`src/rtl/uart_tx_arbiter_if.sv`:
```
// Handshake bundle between the status producers, the arbiter and the UART transmitter.
// master = arbiter side, slave = producers/transmitter side.
`timescale 1ns/1ps
interface uart_tx_arbiter_if #(
    parameter int unsigned N_REQ = 3,
    parameter int unsigned W_OUT = 24,
    parameter int unsigned ID_W  = $clog2(N_REQ)
);
    logic [N_REQ-1:0]       s_mask;
    logic [N_REQ-1:0]       s_valid;
    logic [N_REQ*W_OUT-1:0] s_data;
    logic [N_REQ-1:0]       s_ready;
    logic                   m_valid;
    logic [W_OUT-1:0]       m_data;
    logic [ID_W-1:0]        m_id;
    logic                   m_ready;

    modport master (
        input  s_mask, s_valid, s_data, m_ready,
        output s_ready, m_valid, m_data, m_id
    );

    modport slave (
        output s_mask, s_valid, s_data, m_ready,
        input  s_ready, m_valid, m_data, m_id
    );
endinterface

```
`src/rtl/uart_tx_arbiter.sv`:
```
// Round-robin arbiter with burst limit sharing one UART transmitter between N_REQ producers;
// the winning frame is captured into a one-entry hold register and offered downstream with its ID.
`timescale 1ns/1ps
module uart_tx_arbiter #(
    parameter int unsigned N_REQ     = 3,
    parameter int unsigned W_OUT     = 24,
    parameter int unsigned MAX_BURST = 2,
    parameter int unsigned ID_W      = $clog2(N_REQ)
) (
    input  logic              clk,
    input  logic              rstn,
    uart_tx_arbiter_if.master bus
);
    localparam int unsigned CNT_W = $clog2(MAX_BURST + 1);

    localparam logic [0:0] ST_IDLE  = 1'b0;
    localparam logic [0:0] ST_OFFER = 1'b1;

    logic [0:0]       state_q, state_d;
    logic [W_OUT-1:0] hold_q,  hold_d;
    logic [ID_W-1:0]  id_q,    id_d;
    logic [ID_W-1:0]  ptr_q,   ptr_d;
    logic [ID_W-1:0]  last_q,  last_d;
    logic [CNT_W-1:0] cnt_q,   cnt_d;

    logic [N_REQ-1:0] elig;
    logic             gnt_vld;
    logic [ID_W-1:0]  gnt_id;
    logic [ID_W-1:0]  gnt_nxt;
    logic [CNT_W-1:0] cnt_new;

    // First eligible index searching ptr, ptr+1, ... modulo N_REQ; only in IDLE.
    always_comb begin : search
        int unsigned k;
        k       = 0;
        elig    = bus.s_valid & bus.s_mask;
        gnt_vld = 1'b0;
        gnt_id  = '0;
        if (state_q == ST_IDLE) begin
            for (int unsigned off = 0; off < N_REQ; off++) begin
                k = (32'(ptr_q) + off) % N_REQ;
                if (!gnt_vld && elig[ID_W'(k)]) begin
                    gnt_vld = 1'b1;
                    gnt_id  = ID_W'(k);
                end
            end
        end
    end

    always_comb begin : strobe
        bus.s_ready = '0;
        if (gnt_vld) begin
            bus.s_ready[gnt_id] = 1'b1;
        end
    end

    always_comb begin : bookkeeping
        gnt_nxt = (gnt_id == ID_W'(N_REQ - 1)) ? '0 : gnt_id + 1'b1;
        cnt_new = (gnt_id == last_q && cnt_q != '0) ? cnt_q + 1'b1 : CNT_W'(1);
    end

    always_comb begin : next_state
        state_d = state_q;
        hold_d  = hold_q;
        id_d    = id_q;
        ptr_d   = ptr_q;
        last_d  = last_q;
        cnt_d   = cnt_q;
        case (state_q)
            ST_IDLE: begin
                if (gnt_vld) begin
                    hold_d  = bus.s_data[gnt_id*W_OUT +: W_OUT];
                    id_d    = gnt_id;
                    state_d = ST_OFFER;
                    last_d  = gnt_id;
                    // Burst exhausted: priority moves past the winner.
                    if (cnt_new == CNT_W'(MAX_BURST)) begin
                        ptr_d = gnt_nxt;
                        cnt_d = '0;
                    end else begin
                        ptr_d = gnt_id;
                        cnt_d = cnt_new;
                    end
                end
            end
            ST_OFFER: begin
                if (bus.m_ready) begin
                    state_d = ST_IDLE;
                end
            end
            default: state_d = ST_IDLE;
        endcase
    end

    always_ff @(posedge clk or negedge rstn) begin
        if (!rstn) begin
            state_q <= ST_IDLE;
            hold_q  <= '0;
            id_q    <= '0;
            ptr_q   <= '0;
            last_q  <= '0;
            cnt_q   <= '0;
        end else begin
            state_q <= state_d;
            hold_q  <= hold_d;
            id_q    <= id_d;
            ptr_q   <= ptr_d;
            last_q  <= last_d;
            cnt_q   <= cnt_d;
        end
    end

    assign bus.m_valid = (state_q == ST_OFFER);
    assign bus.m_data  = hold_q;
    assign bus.m_id    = id_q;

endmodule

```
`src/flat_wrapper.sv`:
```
// flat-port wrapper written by rule: the top's interface ports become plain ports
module uart_tx_arbiter_flat 
#(
    parameter int unsigned N_REQ     = 3,
    parameter int unsigned W_OUT     = 24,
    parameter int unsigned MAX_BURST = 2,
    parameter int unsigned ID_W      = $clog2(N_REQ)
)
  (clk, rstn, bus_s_mask, bus_s_valid, bus_s_data, bus_m_ready, bus_s_ready, bus_m_valid, bus_m_data, bus_m_id);
  uart_tx_arbiter_if #(.N_REQ(N_REQ), .W_OUT(W_OUT), .ID_W(ID_W)) bus_i ();
  input  logic clk;
  input  logic rstn;
  input wire logic [$bits(bus_i.s_mask)-1:0] bus_s_mask;
  input wire logic [$bits(bus_i.s_valid)-1:0] bus_s_valid;
  input wire logic [$bits(bus_i.s_data)-1:0] bus_s_data;
  input wire logic [$bits(bus_i.m_ready)-1:0] bus_m_ready;
  output wire logic [$bits(bus_i.s_ready)-1:0] bus_s_ready;
  output wire logic [$bits(bus_i.m_valid)-1:0] bus_m_valid;
  output wire logic [$bits(bus_i.m_data)-1:0] bus_m_data;
  output wire logic [$bits(bus_i.m_id)-1:0] bus_m_id;
  assign bus_i.s_mask = bus_s_mask;
  assign bus_i.s_valid = bus_s_valid;
  assign bus_i.s_data = bus_s_data;
  assign bus_i.m_ready = bus_m_ready;
  assign bus_s_ready = bus_i.s_ready;
  assign bus_m_valid = bus_i.m_valid;
  assign bus_m_data = bus_i.m_data;
  assign bus_m_id = bus_i.m_id;
  uart_tx_arbiter #(.N_REQ(N_REQ), .W_OUT(W_OUT), .MAX_BURST(MAX_BURST), .ID_W(ID_W)) u_core (.clk(clk), .rstn(rstn), .bus(bus_i));
endmodule
```
`config.mk`:
```
export PLATFORM = sky130hd
export DESIGN_NAME = uart_tx_arbiter_flat
export DESIGN_NICKNAME = d
export VERILOG_FILES = /design/src/rtl/uart_tx_arbiter_if.sv /design/src/rtl/uart_tx_arbiter.sv /design/src/flat_wrapper.sv
export SDC_FILE = /design/constraint.sdc
export NUM_CORES = 1
export LEC_CHECK = 0
export CAP_MARGIN = 10
export CORE_MARGIN = 3
export CORE_UTILIZATION = 32
export CTS_CLUSTER_DIAMETER = 80
export DETAILED_ROUTE_END_ITERATION = 8
export GPL_TIMING_DRIVEN = 1
export PLACE_DENSITY = 0.69
export SYNTH_ARGS = -nofsm -noshare
export SYNTH_HDL_FRONTEND = slang
export SYNTH_SLANG_ARGS = --single-unit
```
`constraint.sdc`:
```
create_clock -name clk -period 3.38 [get_ports clk]
set_clock_uncertainty 0.15 [all_clocks]
set_input_delay 0.676 -clock clk [delete_from_list [all_inputs] [get_ports clk]]
set_output_delay 0.676 -clock clk [all_outputs]
set_load 0.05 [all_outputs]
```
==> metrics.cfg, run 1 <==
[routing]
wirelength_mm=5.911
viasPerCell=5.032
first_pass_iters=4
drc_errors=0
wire_per_inst_um=14.60
drt_iter0_markers=82
drtAntennaViolNets=0
via_count=2038

[critical_path]
cp_num_buf_inv=2
r2r-end=u_core.cnt_q[1]
slowest_stage=clkdlybuf4s50_1
path_max_fanout=4
reg2reg_depth=8
critPathKind=input port to primary output
rr_startpoint=u_core.ptr_q[0]
cpLargestDelayFamily=buffers and inverters
cp-start-kind=input port
crit_required_ns=2.55
worstSetupEndpointType=primary output
ff2ff_setup_slack_ns=0.79
crit_chain=clkdlybuf4s50_1, a22oi_1, maj3_2, a211o_2, nor3_2, buf_4
arrival_ns=2.33
slowest_delay_ns=0.53

[final_layout]
diodes=0
layout-drive-gt1-share_pct=13.64
syn2layout_area_growth_pct=59.39
fin_nets=413

[worst_hold_path]
worstHoldStart=u_core.bus.m_data[14]
hold_path_class=flip-flop to flip-flop
hold_depth=2
hold_path_end=u_core.bus.m_data[14]

[floorplanning]
io_pins=111
rows=28
core-area_um2=6096
die_w_um=86.61
floorplan.initialDensity_pct=34.11
die-area_um2=7501
die_h_um=86.61

[sta]
fin_crit_ns=3.158
fin_tns_setup_ns=0
relSlewSlack_pct=56.31
fmaxAchievable_ghz=0.3166
rsz0062_at_grt=no
setup_viol=0
timing.final.crit_share_pct=93.43
worst_pin_slew_ns=0.6554
hold_violations=0
timing.final.max_slew_violations=0

[job]
max_cap_violations=0

[power_and_ir_drop]
ir_drop_v=0.0007085
total_power_mw=2.940
powerDensity_nw_per_um2=887.0
total_leakage_power_nw=1.435

[logic_synthesis]
synth_cells=222
synth_flop_cell=dfrtp_1
synthAdderAreaFrac_pct=2.347
synth-seq-area-share_pct=37.30
synth.area.mux_share_pct=0.5415
synth_top_family_by_area=compound AO/OA/AOI/OAI gates
netlist_area_um2=2079
async_flop_share_pct=100.0
synth_top_area_share_pct=37.30
yosys-top-cells-area=dfrtp_1 37%, o31ai_2 11%, a211oi_1 8.7%
synth_compound_area_share_pct=28.34
synth_edf_count=0
synth-seq-cells=31
synth-xor-area-share_pct=0.8424
ys_types=41
yosysTopAreaCell=dfrtp_1
avgSynthCellArea_um2=9.367
yosys_warnings=0
syn-num-nets=306
yosys.area_share.simple_pct=23.59

[placed_design]
hpwl_mm=4.391
io_buffers=110
gp_congestion=0.7558

[global_route]
use_met1_pct=18.83
gr-total-overflow=0
busiest_layer=met2
track_usage_pct=16.41
grt_max_degree=59
gr-usage-met3_pct=5.703
grt_pass1_vias=2143
grt_pass1_wl_mm=9.777
antenna_found_initial=0
use_met2_pct=29.21

[clock_tree]
post-cts-setup-buffers=0
cts_buffers=5
insertion_delay_ns=0.28
cts_hold_buffers=0
path_clk_slew_ns=0.06
cts.repair.resized=0
cts_tree=built
cts.sink_count=31
cts_max_level=2
clockBufferDepth=2
clk_root_buffer_cell=clkbuf_8

[status]
status=finished clean

-- layer usage --
| metal | routed length, um | part of all wire [%] |
|---|---|---|
| met1 | 2397 | 41 |
| met2 | 2989 | 51 |
| met3 | 500 | 8.5 |
| met4 | 24 | 0.41 |
| met5 | 0 | 0 |
-- stage by stage --
step	area [um^2]	std cells	utilization [%]	hold WS, ns	setup slack, ns
after detailed placement	3233	397	53.04	0.3199	0.2038
after global placement	3233	397	53.04	0.3168	0.2199
after global routing	3314	405	54.37	0.3622	0.1193
final	3314	405	54.37	0.3277	0.2219
after floorplan	2079	222	-	0.2304	0.2095
after CTS	3314	405	54.37	0.3344	0.2038
-- worst max path at each step --
| stage | slack (ns) | start | cells past startpoint | end |
|---|---|---|---|---|
| after floorplan | 0.21 | u_core.ptr_q[0] | 7 | bus_s_ready[0] |
| after global placement | 0.22 | bus_s_mask[2] | 6 | bus_s_ready[0] |
| after detailed placement | 0.20 | bus_s_valid[2] | 6 | bus_s_ready[0] |
| after CTS | 0.20 | bus_s_valid[2] | 6 | bus_s_ready[0] |
| after global routing | 0.12 | bus_s_valid[2] | 6 | bus_s_ready[0] |
| final | 0.22 | bus_s_mask[2] | 6 | bus_s_ready[0] |
-- synth_stat cells (2+ instances only) --
cell,instances
a211oi_1,24
buf_6,4
nor3b_1,2
dfrtp_1,31
clkbuf_1,5
nor3_1,2
ha_1,3
o31ai_2,18
o31ai_1,6
xnor2_1,2
o21ai_0,2
o211ai_1,2
inv_1,6
nand3_1,2
a22o_1,2
buf_4,3
nand2_1,32
nor2_1,25
buf_2,5
and3_1,25
-- cell usage in the layout (no fill, tap or decap), drive strengths merged, types with 2 or more instances in the layout --
cell           count
nand3              2
buf               10
nor3               3
a211oi            24
nor3b              2
o31ai             24
o21ai              2
ha                 3
inv                7
xnor2              2
a22o               2
clkdlybuf4s50    107
and3              25
clkbuf             7
o211ai             2
clkinv             2
dfrtp             31
nor2              25
nand2             34
-- layout make-up --
cell class / count / area (um^2)
tap: 75 / 93.84
clock buffer: 7 / 76.32
clock inverter: 1 / 5.005
timing repair buffer: 117 / 1171
multi-input combinational: 166 / 1157
inverter: 8 / 35.03
fill: 593 / 2781
sequential: 31 / 775.7
-- worst min-delay path, cell delays in order (launching register included) --
cell	delay [ns]
dfrtp_1	0.34
nand2_1	0.05
o31ai_1	0.05
-- logic make-up after synthesis --
| logic type | count (synthesis) |
|---|---|
| AOI/OAI and AO/OA | 63 |
| adders and majority gates | 4 |
| xor gates and xnor gates | 2 |
| buffers and inverters | 25 |
| muxes | 1 |
| DFF | 31 |
| and+or+nand+nor | 96 |
-- registers in the layout, summed over array words and instances (netlist names) --
| register | flops |
|---|---|
| u_core.bus.m_data | 24 |
| u_core.bus.m_id | 2 |
| u_core.cnt_q | 2 |
| u_core.ptr_q | 2 |
| u_core.bus.m_valid | 1 |
-- report_power, final --
group,total (mW),leakage (nW),switching (mW),internal (mW)
Sequential,0.661,0.384,0.109,0.552
Combinational,2.00,1.01,1.26,0.742
Clock,0.276,0.0422,0.132,0.144
Note: power is estimated with default switching activity, not from simulation.
==> run 2: changes to the inputs <==
Settings changed: CAP_MARGIN 10 to default, PLACE_DENSITY 0.69 to 0.71.
Clock period 3.38 ns to 2.8 ns, I/O delays scaled along.
==> run 2 against run 1 <==
  * Clock power up 26%
  * Worst hold slack worse by 0.15 ns
  * Critical path depth up 2
  * Final area up 3.3%
  * Critical endpoint unchanged
  * Cell count up 2.0%
  * First-iteration DRC count down 22%
  * Sequential share of layout area down 0.71 points
  * Die area unchanged
  * Highest routed layer unchanged
  * Register-to-register slack worse by 0.58 ns
  * Wire length up 6.0%
  * Critical path type is now flip-flop to primary output
  * Non-clock buffer count up 8
==> metrics.cfg, run 2 (synthesized netlist as in run 1, its figures left out) <==
[routing]
wire_per_inst_um=15.17
drc_errors=0
via_count=2133
drt_iter0_markers=64
first_pass_iters=4
viasPerCell=5.165
drtAntennaViolNets=0
wirelength_mm=6.264

[placed_design]
dp_cells=403
io_buffers=110
gp_congestion=0.7896
hpwl_mm=4.484

[critical_path]
critPathKind=flip-flop to primary output
path_max_fanout=7
crit_chain=buf_4, ha_4, a22o_1, a221oi_4, nand2_8, inv_8, nor3_4, buf_6
arrival_ns=2.01
slowest_delay_ns=0.42
crit_required_ns=2.09
cp-start-kind=flip-flop
worstSetupEndpointType=primary output
slowest_stage=dfrtp_2

[global_route]
track_usage_pct=16.88
antenna_found_initial=0
grt_max_degree=59
grt_pass1_wl_mm=10.14
grt_pass1_vias=2141
gr-total-overflow=0

[power_and_ir_drop]
total_power_mw=3.698
clkPwrFrac_pct=9.4
sw_frac_of_total_pct=50.62
ir_drop_v=0.0004858
total_leakage_power_nw=1.484
internal-power_mw=1.826
p_switching_mw=1.872
pwr-share-seq_pct=21.6
powerDensity_nw_per_um2=1080
p_comb_share_pct=69.0

[sta]
timing.final.max_slew_violations=0
fin_crit_ns=2.720
hold_violations=0
worst_pin_slew_ns=0.7195
timing.final.crit_share_pct=97.15
fmaxAchievable_ghz=0.3676
relSlewSlack_pct=52.03
setup_viol=0

[job]
max_cap_violations=0

[final_layout]
multi_input_area_um2=1205
diodes=0
layout_commonest_cell=clkdlybuf4s50_1
syn2layout_area_growth_pct=64.62
regArea_um2=777.0
instances_no_fill=413
fin_nets=421
layout-drive-gt1-share_pct=18.05
mostFrequentLayoutCells=102 x clkdlybuf4s50_1, 32 x nand2_1, 30 x dfrtp_1
largest_register_ffs=24
fin_util_pct=56.16
num-fill-cells=592

[clock_tree]
path_clk_slew_ns=0.07
cts_buffers=5
clockBufferDepth=2
cts_tree=built
insertion_delay_ns=0.28
cts.sink_count=31
clk_root_buffer_cell=clkbuf_8
cts_max_level=2

[floorplanning]
rows=28
die_w_um=86.61
core-area_um2=6096
floorplan.initialDensity_pct=34.11
die_h_um=86.61
io_pins=111
die-area_um2=7501

[status]
status=finished clean

[worst_hold_path]
hold_path_class=input port to async pin

run 2: layout make-up:
| class | count | share of cell area, % |
|---|---|---|
| Timing Repair Buffer | 125 | 35.78 |
| Clock inverter | 2 | 0.3655 |
| Multi-Input combinational cell | 166 | 35.20 |
| Inverter | 8 | 1.096 |
| Clock buffer | 6 | 2.120 |
| Tap cell | 75 | 2.741 |
| Sequential cell | 31 | 22.70 |
run 2: power by group through the flow:
stage,clock network [mW],logic [mW],registers [mW]
2_1_floorplan,0,1.16,1.44
3_3_place_gp,0,2.50,0.797
3_5_place_dp,0,2.53,0.805
4_1_cts,0.362,2.54,0.799
5_1_grt,0.385,2.74,0.831
6_report,0.348,2.55,0.799
run 2: path summary, 6_finish.rpt:
path,start,to,slack [ns],cells past startpoint
min,rstn,u_core.bus.m_valid,0.18,1
max in group asynchronous,rstn,u_core.ptr_q[0],1.81,1
max,u_core.ptr_q[0],bus_s_ready[0],0.08,8
max reg2reg,u_core.ptr_q[0],u_core.cnt_q[1],0.21,8
min reg2reg,u_core.bus.m_data[11],u_core.bus.m_data[11],0.33,2
min in group clk,u_core.bus.m_data[11],u_core.bus.m_data[11],0.33,2
run 2: metal layers:
| layer | global-route usage, % | vias to the layer above | wire length, um |
|---|---|---|---|
| met5 | 0 | - | 0 |
| met2 | 29.90 | 86 | 3079 |
| met4 | 3.966 | 0 | 29 |
| met3 | 5.703 | 2 | 582 |
| li1 | - | 1043 | - |
| met1 | 19.55 | 1002 | 2572 |
run 2: repair_timing:
item / 4_1_cts / 5_1_grt
pin swaps: 1 / 1
hold buffers: 0 / 0
buffers inserted: 0 / 2
gates resized for setup: 6 / 6
hold endpoints to repair: 0 / 0
endpoints found under the setup margin: 1 / 2
run 2: critical path, delay by kind of cell (launching register included):
kind,cells,cell delay [ns]
AO/OA/AOI/OAI,2,0.63
adder cells (fa/ha/maj),1,0.17
buffers and inverters,3,0.37
flip-flops,1,0.42
AND/OR/NAND/NOR,2,0.13
run 2: per-stage QoR:
step                hold slack [ns]  setup TNS, ns  area (um^2)  setup WS, ns
floorplan                    0.1144              0         2106      0.003211
global placement             0.3091        -0.2751         3299       -0.1262
detailed placement           0.3169        -0.4008         3299       -0.1417
CTS                          0.2188              0         3388       0.01762
global route                 0.2216     -0.0006164         3423    -0.0006164
finish                       0.1768              0         3423       0.07979
==> run 3: changes to the inputs <==
Settings changed: ABC_CLOCK_PERIOD_IN_PS from default to 2800, CORE_UTILIZATION 32 to 36, PLACE_DENSITY 0.71 to 0.79.
==> run 3 against run 2 <==
  * Die area down 10%
  * Cell count up 0.24%
  * Global-route usage up 2.3 points
  * Critical path depth unchanged
  * Register-to-register slack better by 0.04 ns
  * Setup slack better by 0.00063 ns
  * Largest cell class unchanged
  * Largest power group unchanged
  * Highest routed layer unchanged
==> metrics.cfg, run 3 (synthesized netlist as in run 1, its figures left out) <==
[clock_tree]
cts_buffers=5
path_clk_slew_ns=0.07
cts_tree=built
clk_root_buffer_cell=clkbuf_8
insertion_delay_ns=0.29
cts_hold_buffers=0
cts_max_level=2
clockBufferDepth=2
cts.sink_count=31

[critical_path]
worstSetupEndpointType=primary output
arrival_ns=2.01
worstSetupStartpoint=u_core.ptr_q[0]
crit_required_ns=2.09
slowest_delay_ns=0.40
path_max_fanout=7
cp-start-kind=flip-flop
crit_chain=inv_2, ha_4, a21boi_2, o31a_1, nand2_4, inv_2, nor3_4, buf_6
slowest_stage=dfrtp_1
cpMostUsedCell=inv_2
critPathKind=flip-flop to primary output
rr_startpoint=u_core.ptr_q[0]

[floorplanning]
die_w_um=82
die-area_um2=6724
floorplan.initialDensity_pct=37.53
io_pins=111
rows=27
die_h_um=82
core-area_um2=5540

[global_route]
antenna_found_initial=0
track_usage_pct=19.15
grt_max_degree=59
grt_pass1_vias=2152
grt_pass1_wl_mm=9.991
gr-total-overflow=0

[final_layout]
num-fill-cells=498
largest_register_ffs=24
mostFrequentLayoutCells=103 x clkdlybuf4s50_1, 32 x nand2_1, 31 x dfrtp_1
multi_input_area_um2=1200
layout-drive-gt1-share_pct=18.42
regArea_um2=775.7
diodes=0
syn2layout_area_growth_pct=66.00
fin_nets=425
layout_commonest_cell=clkdlybuf4s50_1

[sta]
timing.final.max_slew_violations=0
hold_slack_ns=0.3310
hold_violations=0
fmaxAchievable_ghz=0.3677
fin_crit_ns=2.720
worst_pin_slew_ns=0.6542
timing.final.crit_share_pct=97.13
relSlewSlack_pct=56.39
setup_viol=0
rsz0062_at_grt=yes
fin_tns_setup_ns=0

[routing]
first_pass_iters=6
wirelength_mm=6.243
drtAntennaViolNets=0
viasPerCell=5.152
drt_iter0_markers=44
via_count=2133
drc_errors=0
wire_per_inst_um=15.08

[power_and_ir_drop]
total_leakage_power_nw=1.504
powerDensity_nw_per_um2=1080
ir_drop_v=0.0005370
total_power_mw=3.727

[worst_hold_path]
worstHoldStart=u_core.bus.m_data[13]
hold_path_class=flip-flop to flip-flop

[job]
max_cap_violations=0

[status]
status=finished clean

[placed_design]
hpwl_mm=4.573
gp_congestion=0.7406
io_buffers=110

run 3: changes by cell type in the layout (fill, tap and decap cells not counted):
cell / delta
buf_4: +4
a22oi_1: +1
a22oi_2: -1
buf_2: -1
clkbuf_1: -1
clkdlybuf4s50_1: +1
clkinvlp_4: +1
dfrtp_1: +1
dfrtp_2: -1
run 3: power breakdown:
group | leakage, nW | internal [mW] | total, mW | switching, mW
registers | 0.384 | 0.666 | 0.797 | 0.131
logic | 1.08 | 1.00 | 2.57 | 1.57
clock network | 0.0402 | 0.173 | 0.355 | 0.183
run 3: final timing paths:
kind / endpoint / slack [ns] / cells past startpoint
worst max-delay path: bus_s_ready[0] / 0.08 / 8
worst min-delay path: u_core.bus.m_data[13] / 0.33 / 2
worst max register to register: u_core.cnt_q[1] / 0.25 / 8
worst min register to register: u_core.bus.m_data[13] / 0.33 / 2
max in group asynchronous: u_core.bus.m_data[22] / 1.68 / 2
min in group asynchronous: u_core.bus.m_data[14] / 0.52 / 2
run 3: stage by stage:
| stage | util, % | area, um^2 | std cells | worst slack, ns |
|---|---|---|---|---|
| after floorplan | - | 2106 | 222 | 0.003211 |
| after detailed placement | 59.85 | 3316 | 402 | -0.1446 |
| after CTS | 61.43 | 3403 | 410 | 0.004101 |
| final | 62.31 | 3452 | 414 | 0.08042 |
| after global routing | 62.31 | 3452 | 414 | -0.002495 |
| after global placement | 59.85 | 3316 | 402 | -0.1210 |
run 3: critical path, delay by kind of cell (launching register included):
family / cells / cell delay [ns]
buf+inv: 3 / 0.31
compound gates: 2 / 0.51
fa+ha+maj: 1 / 0.22
flops: 1 / 0.40
simple gates: 2 / 0.29
run 3: routing by layer:
layer	GRT usage [%]	up-vias	part of all wire, %
li1	-	1049	-
met1	22.48	991	41
met2	33.60	86	49
met3	5.811	7	8.4
met4	5.316	0	0.96
met5	0	-	0
run 3: timing repair:
item,in CTS,in global routing
gates resized for setup,5,5
setup endpoints to repair,1,3
pin swaps,2,2
setup buffers,0,4
run 3: cell type report:
type                    count  share of cell area [%]
clock inverters             3                  0.5799
clock buffers               5                   1.993
well taps                  72                   2.610
inverters                   8                   1.087
multi-input cells         166                   34.76
flip-flops and latches     31                   22.47
repair buffers            129                   36.50
